`config.mk`:
```
export PLATFORM = sky130hd
export DESIGN_NAME = mipi_packet_decoder
export DESIGN_NICKNAME = d
export VERILOG_FILES = /design/src/rtl/mipi_packet_decoder.sv
export SDC_FILE = /design/constraint.sdc
export NUM_CORES = 1
export LEC_CHECK = 0
export CORE_MARGIN = 8
export CORE_UTILIZATION = 55
export CTS_CLUSTER_SIZE = 14
export DETAILED_ROUTE_END_ITERATION = 12
export GPL_TIMING_DRIVEN = 0
export MAX_ROUTING_LAYER = met4
export PLACE_DENSITY_LB_ADDON = 0.12
export SYNTH_ARGS = -nofsm -noshare
export SYNTH_HDL_FRONTEND = slang
export SYNTH_SLANG_ARGS = --single-unit
export TNS_END_PERCENT = 5
```
`constraint.sdc`:
```
create_clock -name clk -period 3.2 [get_ports clk]
set_input_delay 0.48 -clock clk [delete_from_list [all_inputs] [get_ports clk]]
set_output_delay 0.48 -clock clk [all_outputs]
set_load 0.02 [all_outputs]
```
`src/rtl/mipi_packet_decoder.sv`:
```
// MIPI CSI-2/DSI packet decoder: parses the 4-byte header, checks the ECC, streams the
// long-packet payload and checks the CRC-16 trailer for each packet in an HS burst.
module mipi_packet_decoder #(
  parameter bit ECC_CHECK = 1'b1
) (
  input  logic        clk,
  input  logic        rst,
  input  logic [7:0]  din,
  input  logic        din_valid,
  output logic        hdr_valid,
  output logic [1:0]  vc,
  output logic [5:0]  dt,
  output logic [15:0] wc,
  output logic        is_long,
  output logic        ecc_err,
  output logic [7:0]  pl_data,
  output logic        pl_valid,
  output logic        pkt_end,
  output logic        crc_err,
  output logic        trunc
);

  typedef enum logic [2:0] {S_IDLE, S_HDR, S_PAYLOAD, S_CRC, S_DRAIN} state_t;

  state_t      state_q, state_d;
  logic [1:0]  idx_q, idx_d;
  logic [7:0]  di_q, di_d, wcl_q, wcl_d, wch_q, wch_d, crc_lo_q, crc_lo_d;
  logic [15:0] cnt_q, cnt_d, crc_q, crc_d;
  logic        hdr_valid_q, hdr_valid_d, is_long_q, is_long_d, ecc_err_q, ecc_err_d;
  logic [1:0]  vc_q, vc_d;
  logic [5:0]  dt_q, dt_d;
  logic [15:0] wc_q, wc_d;
  logic [7:0]  pl_data_q, pl_data_d;
  logic        pl_valid_q, pl_valid_d, pkt_end_q, pkt_end_d, crc_err_q, crc_err_d;
  logic        trunc_q, trunc_d;

  // DSI Hamming parity over D[23:0] = {WC_H, WC_L, DI}
  function automatic logic [5:0] ecc6(input logic [23:0] d);
    logic [5:0] p;
    p[0] = d[0]^d[1]^d[2]^d[4]^d[5]^d[7]^d[10]^d[11]^d[13]^d[16]^d[20]^d[21]^d[22]^d[23];
    p[1] = d[0]^d[1]^d[3]^d[4]^d[6]^d[8]^d[10]^d[12]^d[14]^d[17]^d[20]^d[21]^d[22]^d[23];
    p[2] = d[0]^d[2]^d[3]^d[5]^d[6]^d[9]^d[11]^d[12]^d[15]^d[18]^d[20]^d[21]^d[22];
    p[3] = d[1]^d[2]^d[3]^d[7]^d[8]^d[9]^d[13]^d[14]^d[15]^d[19]^d[20]^d[21]^d[23];
    p[4] = d[4]^d[5]^d[6]^d[7]^d[8]^d[9]^d[16]^d[17]^d[18]^d[19]^d[20]^d[22]^d[23];
    p[5] = d[10]^d[11]^d[12]^d[13]^d[14]^d[15]^d[16]^d[17]^d[18]^d[19]^d[21]^d[22]^d[23];
    return p;
  endfunction

  function automatic logic [15:0] crc16_byte(input logic [15:0] c, input logic [7:0] b);
    logic [15:0] r;
    r = c ^ {8'h00, b};
    for (int i = 0; i < 8; i++) r = r[0] ? ((r >> 1) ^ 16'h8408) : (r >> 1);
    return r;
  endfunction

  logic        ecc_bad, long_c;
  logic [15:0] hdr_wc;

  assign hdr_wc  = {wch_q, wcl_q};
  assign ecc_bad = (din[5:0] != ecc6({wch_q, wcl_q, di_q}));
  always_comb begin
    case (di_q[3:0])
      4'h9, 4'hC, 4'hD, 4'hE: long_c = 1'b1;
      default:                long_c = 1'b0;
    endcase
  end

  always_ff @(posedge clk) begin
    if (rst) begin
      state_q     <= S_IDLE;
      idx_q       <= '0;
      di_q        <= '0;
      wcl_q       <= '0;
      wch_q       <= '0;
      crc_lo_q    <= '0;
      cnt_q       <= '0;
      crc_q       <= '0;
      hdr_valid_q <= 1'b0;
      vc_q        <= '0;
      dt_q        <= '0;
      wc_q        <= '0;
      is_long_q   <= 1'b0;
      ecc_err_q   <= 1'b0;
      pl_data_q   <= '0;
      pl_valid_q  <= 1'b0;
      pkt_end_q   <= 1'b0;
      crc_err_q   <= 1'b0;
      trunc_q     <= 1'b0;
    end else begin
      state_q     <= state_d;
      idx_q       <= idx_d;
      di_q        <= di_d;
      wcl_q       <= wcl_d;
      wch_q       <= wch_d;
      crc_lo_q    <= crc_lo_d;
      cnt_q       <= cnt_d;
      crc_q       <= crc_d;
      hdr_valid_q <= hdr_valid_d;
      vc_q        <= vc_d;
      dt_q        <= dt_d;
      wc_q        <= wc_d;
      is_long_q   <= is_long_d;
      ecc_err_q   <= ecc_err_d;
      pl_data_q   <= pl_data_d;
      pl_valid_q  <= pl_valid_d;
      pkt_end_q   <= pkt_end_d;
      crc_err_q   <= crc_err_d;
      trunc_q     <= trunc_d;
    end
  end

  always_comb begin
    state_d     = state_q;
    idx_d       = idx_q;
    di_d        = di_q;
    wcl_d       = wcl_q;
    wch_d       = wch_q;
    crc_lo_d    = crc_lo_q;
    cnt_d       = cnt_q;
    crc_d       = crc_q;
    vc_d        = vc_q;
    dt_d        = dt_q;
    wc_d        = wc_q;
    is_long_d   = is_long_q;
    ecc_err_d   = ecc_err_q;
    pl_data_d   = pl_data_q;
    crc_err_d   = crc_err_q;
    hdr_valid_d = 1'b0;
    pl_valid_d  = 1'b0;
    pkt_end_d   = 1'b0;
    trunc_d     = 1'b0;
    case (state_q)
      S_IDLE: begin
        if (din_valid) begin
          di_d    = din;
          idx_d   = 2'd1;
          state_d = S_HDR;
        end
      end
      S_HDR: begin
        if (!din_valid) begin
          // a drop at index 0 is just the gap between packets
          trunc_d = (idx_q != 2'd0);
          state_d = S_IDLE;
        end else begin
          case (idx_q)
            2'd0: begin di_d  = din; idx_d = 2'd1; end
            2'd1: begin wcl_d = din; idx_d = 2'd2; end
            2'd2: begin wch_d = din; idx_d = 2'd3; end
            default: begin
              hdr_valid_d = 1'b1;
              vc_d        = di_q[7:6];
              dt_d        = di_q[5:0];
              wc_d        = hdr_wc;
              is_long_d   = long_c;
              ecc_err_d   = ecc_bad;
              idx_d       = 2'd0;
              cnt_d       = hdr_wc;
              crc_d       = 16'hFFFF;
              if (ecc_bad && ECC_CHECK) begin
                state_d = S_DRAIN;
              end else if (!long_c) begin
                pkt_end_d = 1'b1;
                crc_err_d = 1'b0;
                state_d   = (di_q[5:0] == 6'h08) ? S_DRAIN : S_HDR;
              end else begin
                state_d = (hdr_wc == 16'd0) ? S_CRC : S_PAYLOAD;
              end
            end
          endcase
        end
      end
      S_PAYLOAD: begin
        if (!din_valid) begin
          trunc_d = 1'b1;
          state_d = S_IDLE;
        end else begin
          pl_data_d  = din;
          pl_valid_d = 1'b1;
          crc_d      = crc16_byte(crc_q, din);
          cnt_d      = cnt_q - 16'd1;
          if (cnt_q == 16'd1) state_d = S_CRC;
        end
      end
      S_CRC: begin
        if (!din_valid) begin
          trunc_d = 1'b1;
          state_d = S_IDLE;
        end else if (idx_q == 2'd0) begin
          crc_lo_d = din;
          idx_d    = 2'd1;
        end else begin
          pkt_end_d = 1'b1;
          crc_err_d = ({din, crc_lo_q} != crc_q);
          idx_d     = 2'd0;
          state_d   = S_HDR;
        end
      end
      S_DRAIN: begin
        if (!din_valid) state_d = S_IDLE;
      end
      default: state_d = S_IDLE;
    endcase
  end

  assign hdr_valid = hdr_valid_q;
  assign vc        = vc_q;
  assign dt        = dt_q;
  assign wc        = wc_q;
  assign is_long   = is_long_q;
  assign ecc_err   = ecc_err_q;
  assign pl_data   = pl_data_q;
  assign pl_valid  = pl_valid_q;
  assign pkt_end   = pkt_end_q;
  assign crc_err   = crc_err_q;
  assign trunc     = trunc_q;

endmodule

```
# After elaboration in Yosys (flattened, before gate mapping)

Cells that the tools add are included.

$add $sub $neg: 1
Reductions and logical operators: 23
Eq/ne operators: 27
Bitwise gates (word level): 86
Mux-type cells: 59

Operators by type and width:

| operator              | number |
|---|---|
| $mux 16               | 14 |
| $xor 1x1->1           | 73 |
| $pmux 16 s2           | 2 |
| $mux 3                | 11 |
| $mux 8                | 3 |
| $not 2->3             | 8 |
| $ne 2x2->1 const B    | 10 |
| $mux 1                | 19 |
| $eq 16x1->1 const B   | 1 |
| $eq 4x4->1 const B    | 4 |
| $logic_not 16->1      | 1 |
| $ne 16x16->1          | 1 |
| $pmux 8 s2            | 1 |
| $sub 16x1->16 const B | 1 |
| $xor 16x8->16         | 1 |
| $pmux 3 s5            | 1 |
| $pmux 2 s3            | 2 |
| $reduce_and 3->1      | 4 |
| $reduce_and 4->1      | 3 |
| $ne 3x3->1 const B    | 3 |
| $reduce_bool 2->1     | 4 |
| $reduce_and 7->1      | 1 |
| $eq 3x2->1 const B    | 2 |
| $eq 6x4->1 const B    | 1 |
| 16 further kinds      | 25 |

Word-level logic and storage cells: 215
Register bits after elaboration: 108
Input bits: 11
Output and inout port bits: 39

# Depth between registers and ports, before layout

Depth after elaboration: 19
Depth in mapped cells: 9

# Worst setup path after synthesis

OpenSTA, ideal clock, no wires.

Path type: input port to flip-flop
Start: in din[2]
End: reg pkt_end_q (netlist: pkt_end)
Path slack: 0.691 ns
Data required time: 3.116 ns
Buffers on the path: 1
Setup time: 0.084 ns
Cell stages on the path: 8
Data arrival time: 2.425 ns
Cells stage by stage: buf_4 xnor2_2 xnor3_4 or3_1 a211oi_1 a31oi_1 mux2_4 o31ai_2

Word-level cells in the longest chain between the ends: 5

RTL lines:

| what                   | RTL line | RTL |
|---|---|---|
| start: declaration     | 8        | `input logic [7:0] din,` |
| $ne 6x6->1             | 60       | `assign ecc_bad = (din[5:0] != ecc6({wch_q, wcl_q, di_q}));` |
| $mux 1                 | 160      | `if (ecc_bad && ECC_CHECK) begin` |
| $mux 1                 | 146      | `case (idx_q)` |
| $mux 1                 | 141      | `if (!din_valid) begin` |
| $pmux 1 s2             | 132      | `case (state_q)` |
| end signal: assignment | 106      | `pkt_end_q <= pkt_end_d;` |
| end: declaration       | 34       | `logic pl_valid_q, pl_valid_d, pkt_end_q, pkt_end_d, crc_err_q, crc_err_d;` |

Every way passes these cells.
A chain may end at the register's enable or synchronous reset.

# Worst setup path after layout

Start: reg state_q[1]
End: reg crc_q[4]

Word-level cells in the longest chain between the ends: 3
Elaborated cells between the ends (all ways): 8
Those cells by class: 5 x eq/ne; 1 x mux; 2 x reduce/logical

RTL lines:

| what                                                             | RTL line | RTL |
|---|---|---|
| start: declaration                                               | 25       | `state_t state_q, state_d;` |
| start signal: assignment                                         | 90       | `state_q <= state_d;` |
| $eq 3x2->1 or $eq 3x1->1 (tied branches)                         | 132      |  |
| $ne 2x2->1 (no source line) or $reduce_bool 2->1 (tied branches) | -        |  |
| $reduce_and 4->1 (no source line)                                | -        |  |
| end signal: assignment                                           | 97       | `crc_q <= crc_d;` |
| end: declaration                                                 | 28       | `logic [15:0] cnt_q, cnt_d, crc_q, crc_d;` |

Several ways; a longest one is shown, not always the timed one.

==> flow_metrics.env <==
export IMPL_status="finished clean"
export IMPL_cp_cell_sequence="clkbuf_1 > nor3b_1 > nand2_1 > clkbuf_1 > o22ai_1 > nor2_1"
export IMPL_syn_area_um2=5740
export IMPL_grt_overflow_total=0
export IMPL_combPwrFrac_pct=13.2
export IMPL_reg2reg_slack_ns=0.47
export IMPL_seqPwrFrac_pct=52.6
export IMPL_cp_top_family="simple AND/OR/NAND/NOR gates"
export IMPL_syn_inst=705
export IMPL_cts_made_buffers=9
export IMPL_synth_most_common_cell="nand2_1"
export IMPL_yosysWarnings=0
export IMPL_place_ws_ns=0.320
export IMPL_clock_sinks=108
export IMPL_rsz0062_at_grt="false"
export IMPL_setup_tns_ns=0
export IMPL_slowest_delay_ns=0.90
export IMPL_path_class="flop to flop"
export IMPL_crit_arrival_ns=2.98
export IMPL_syn_mean_instance_area_um2=8.15
export IMPL_p_sw_mw=0.742
export IMPL_clk_pin_slew_ns=0.12
export IMPL_fin_skew_ns=0.0135
export IMPL_worstHoldEndpoint="wch_q[0]$_SDFFE_PP0P_"
export IMPL_ir_drop_mv=0.278
export IMPL_die_area_um2=14000
export IMPL_start_util_pct=56.1
export IMPL_grt_pass1_vias=5102
export IMPL_drtAntennaViolNets=0
export IMPL_fin_crit_sh_pct=85.3
export IMPL_slowest_stage="nor3b_1"
export IMPL_final_nets=777
export IMPL_cap_violations=0
export IMPL_p_sw_share_pct=28.4
export IMPL_power_internal_mw=1.87
export IMPL_tightest_slew_ns=1.11
export IMPL_hold_buffers=0
export IMPL_place_hpwl_mm=12.1
export IMPL_die_y_um=118
export IMPL_vias=5205
export IMPL_synth_common_cells="nand2_1, dfxtp_1, a21oi_1, nor2_1, xnor2_1"
export IMPL_setup_violations=0
export IMPL_htree_levels=3
export IMPL_cts_buffer_depth=2
export IMPL_antenna_found_initial=0
export IMPL_power_density_nw_per_um2=401
export IMPL_area_growth_pct=13.4
export IMPL_power_mw=2.61
export IMPL_drive_gt1_share_pct=5.66
export IMPL_layout_core_utilization_pct=63.6
export IMPL_pin_count=50
export IMPL_r2r_end="crc_q[4]$_SDFFE_PP0P_"
export IMPL_detail_route_wl_per_cell_um=18.6
export IMPL_cp_num_buf_inv=2
export IMPL_fin_crit_ns=2.73
export IMPL_drc_errors=0
export IMPL_path_max_fanout=10
export IMPL_ys_types=51
export IMPL_worstHoldStart="din[0]"
export IMPL_gp_congestion=0.936
export IMPL_critPathLaunchType="flop"
export IMPL_dieWidth_um=118
export IMPL_io_buffers=39
export IMPL_drt_total_wl_mm=16.7
export IMPL_cts_tree="yes"
export IMPL_cts_resized=0
export IMPL_synth_seq_cells=108
export IMPL_vias_per_cell=5.81
export IMPL_crit_top_cell="clkbuf_1"
export IMPL_grt_pass1_wl_mm=26.6
export IMPL_ys_top_cells_by_area="dfxtp_1, xnor2_1, nand2_1, a21oi_1, nor2_1"
export IMPL_power_leakage_nw=2.19
export IMPL_worstReg2RegStart="state_q[1]$_SDFFE_PP0P_"
export IMPL_ys_flop_type="dfxtp_1"
export IMPL_drt_iter0_drc=471
export IMPL_hold_viol=0
export IMPL_core_um2=10200
export IMPL_core_rowCount=37
export IMPL_fillers=936
export IMPL_synth_top_area_share_pct=37.6
export IMPL_fmax_mhz=366
export IMPL_required_ns=3.45
export IMPL_syn_nets=727
export IMPL_cp_end_kind="flop"
export IMPL_worst_slack_ns=0.469
export IMPL_min_path_cells=3
export IMPL_grt_usage_pct=24.2
export IMPL_grt_max_degree=20
export IMPL_drtPass1Iterations=5
export IMPL_cts_root_buf="clkbuf_8"
export IMPL_reg2regPathDepth=6
export IMPL_clk_latency_ns=0.38
export IMPL_slew_violations=0
export IMPL_synth_top_cell_by_area="dfxtp_1"
export IMPL_diodes=0
export IMPL_synthArstFlopShare_pct=0
export IMPL_synth_edf_count=0
export IMPL_relSlewSlack_pct=26.0
export IMPL_min_path_type="input pin to flop"
export IMPL_ys_seq_area_share_pct=37.6
export IMPL_post_cts_buffers=0
export IMPL_pwr_share_clk_pct=34.2
-- cell type report --
cell class	count	area, um2	share of cell area [%]
inverter	13	48.8	0.749
multi-input combinational	529	3290	50.5
clock buffer	9	124	1.90
sequential	108	2160	33.2
timing repair buffer	39	390	6.00
buffer	55	244	3.75
clock inverter	7	83.8	1.29
tap	136	170	2.61
-- how the worst max path moves through the flow --
stage / depth (start not counted) / startpoint / to
floorplan: 8 / din[2] / pkt_end$_SDFF_PP0_
global placement: 8 / din_valid / wc[9]$_SDFFE_PP0P_
detailed placement: 8 / din_valid / wc[9]$_SDFFE_PP0P_
CTS: 6 / state_q[1]$_SDFFE_PP0P_ / crc_q[14]$_SDFFE_PP0P_
global route: 6 / state_q[1]$_SDFFE_PP0P_ / crc_q[10]$_SDFFE_PP0P_
finish: 6 / state_q[1]$_SDFFE_PP0P_ / crc_q[4]$_SDFFE_PP0P_
-- logic make-up after synthesis --
family	Yosys count	share of synthesized area, %
DFF	108	37.6
and+or+nand+nor	264	20.2
xor gates and xnor gates	88	15.7
muxes	25	4.44
adders and majority gates	11	2.40
AOI/OAI and AO/OA	141	14.6
buffers and inverters	68	5.10
-- sequential cells by signal, summed over array words and instances (netlist names) --
name / cells
cnt_q: 16
crc_err: 1
crc_lo_q: 8
crc_q: 16
di_q: 8
dt: 6
ecc_err: 1
hdr_valid: 1
idx_q: 2
is_long: 1
pkt_end: 1
pl_data: 8
pl_valid: 1
state_q: 3
trunc: 1
vc: 2
wc: 16
wch_q: 8
wcl_q: 8
-- worst reg2reg max path: stages (launching register included) --
cell      delay (ns)
dfxtp_1         0.33
clkbuf_1        0.27
nor3b_1         0.90
nand2_1         0.51
clkbuf_1        0.35
o22ai_1         0.19
nor2_1          0.06
-- per-stage QoR --
stage          hold slack (ns)  instances  instance area, um2
6_report                 0.443        896                6510
2_1_floorplan            0.444        705                5740
3_5_place_dp             0.446        880                6300
3_3_place_gp             0.444        880                6300
4_1_cts                  0.435        896                6510
5_1_grt                  0.443        896                6510
-- per-layer routing --
metal  track usage (%)  up-vias  share of wire (%)
li1                  -     2483                  -
met2              39.1      222                 47
met4              10.1        0                3.3
met5                 -        -                  0
met3              2.90       40                6.6
met1              30.1     2460                 43
-- cells in the final DEF (no fill, tap or decap), types with 4 or more instances in the layout --
master,n
a211oi_1,13
a21oi_1,75
clkbuf_1,46
clkbuf_8,9
clkdlybuf4s50_1,39
dfxtp_1,108
ha_1,11
inv_1,13
mux2i_1,24
nand2_1,116
nand2b_1,4
nand3_1,31
nand4_1,5
nor2_1,68
nor3_1,14
nor4_1,7
o21a_1,4
o21ai_0,13
o21ai_1,4
o22ai_1,13
xnor2_1,61
xor2_1,17
-- power groups by stage --
stage                     sequential, mW  combinational, mW  clock, mW
final                               1.37              0.346      0.892
after global placement              1.40              0.330          0
after global routing                1.38              0.373      0.951
after floorplan                     1.40              0.267          0
after CTS                           1.37              0.341      0.903
after detailed placement            1.40              0.338          0
Note: power is estimated with default switching activity, not from simulation.
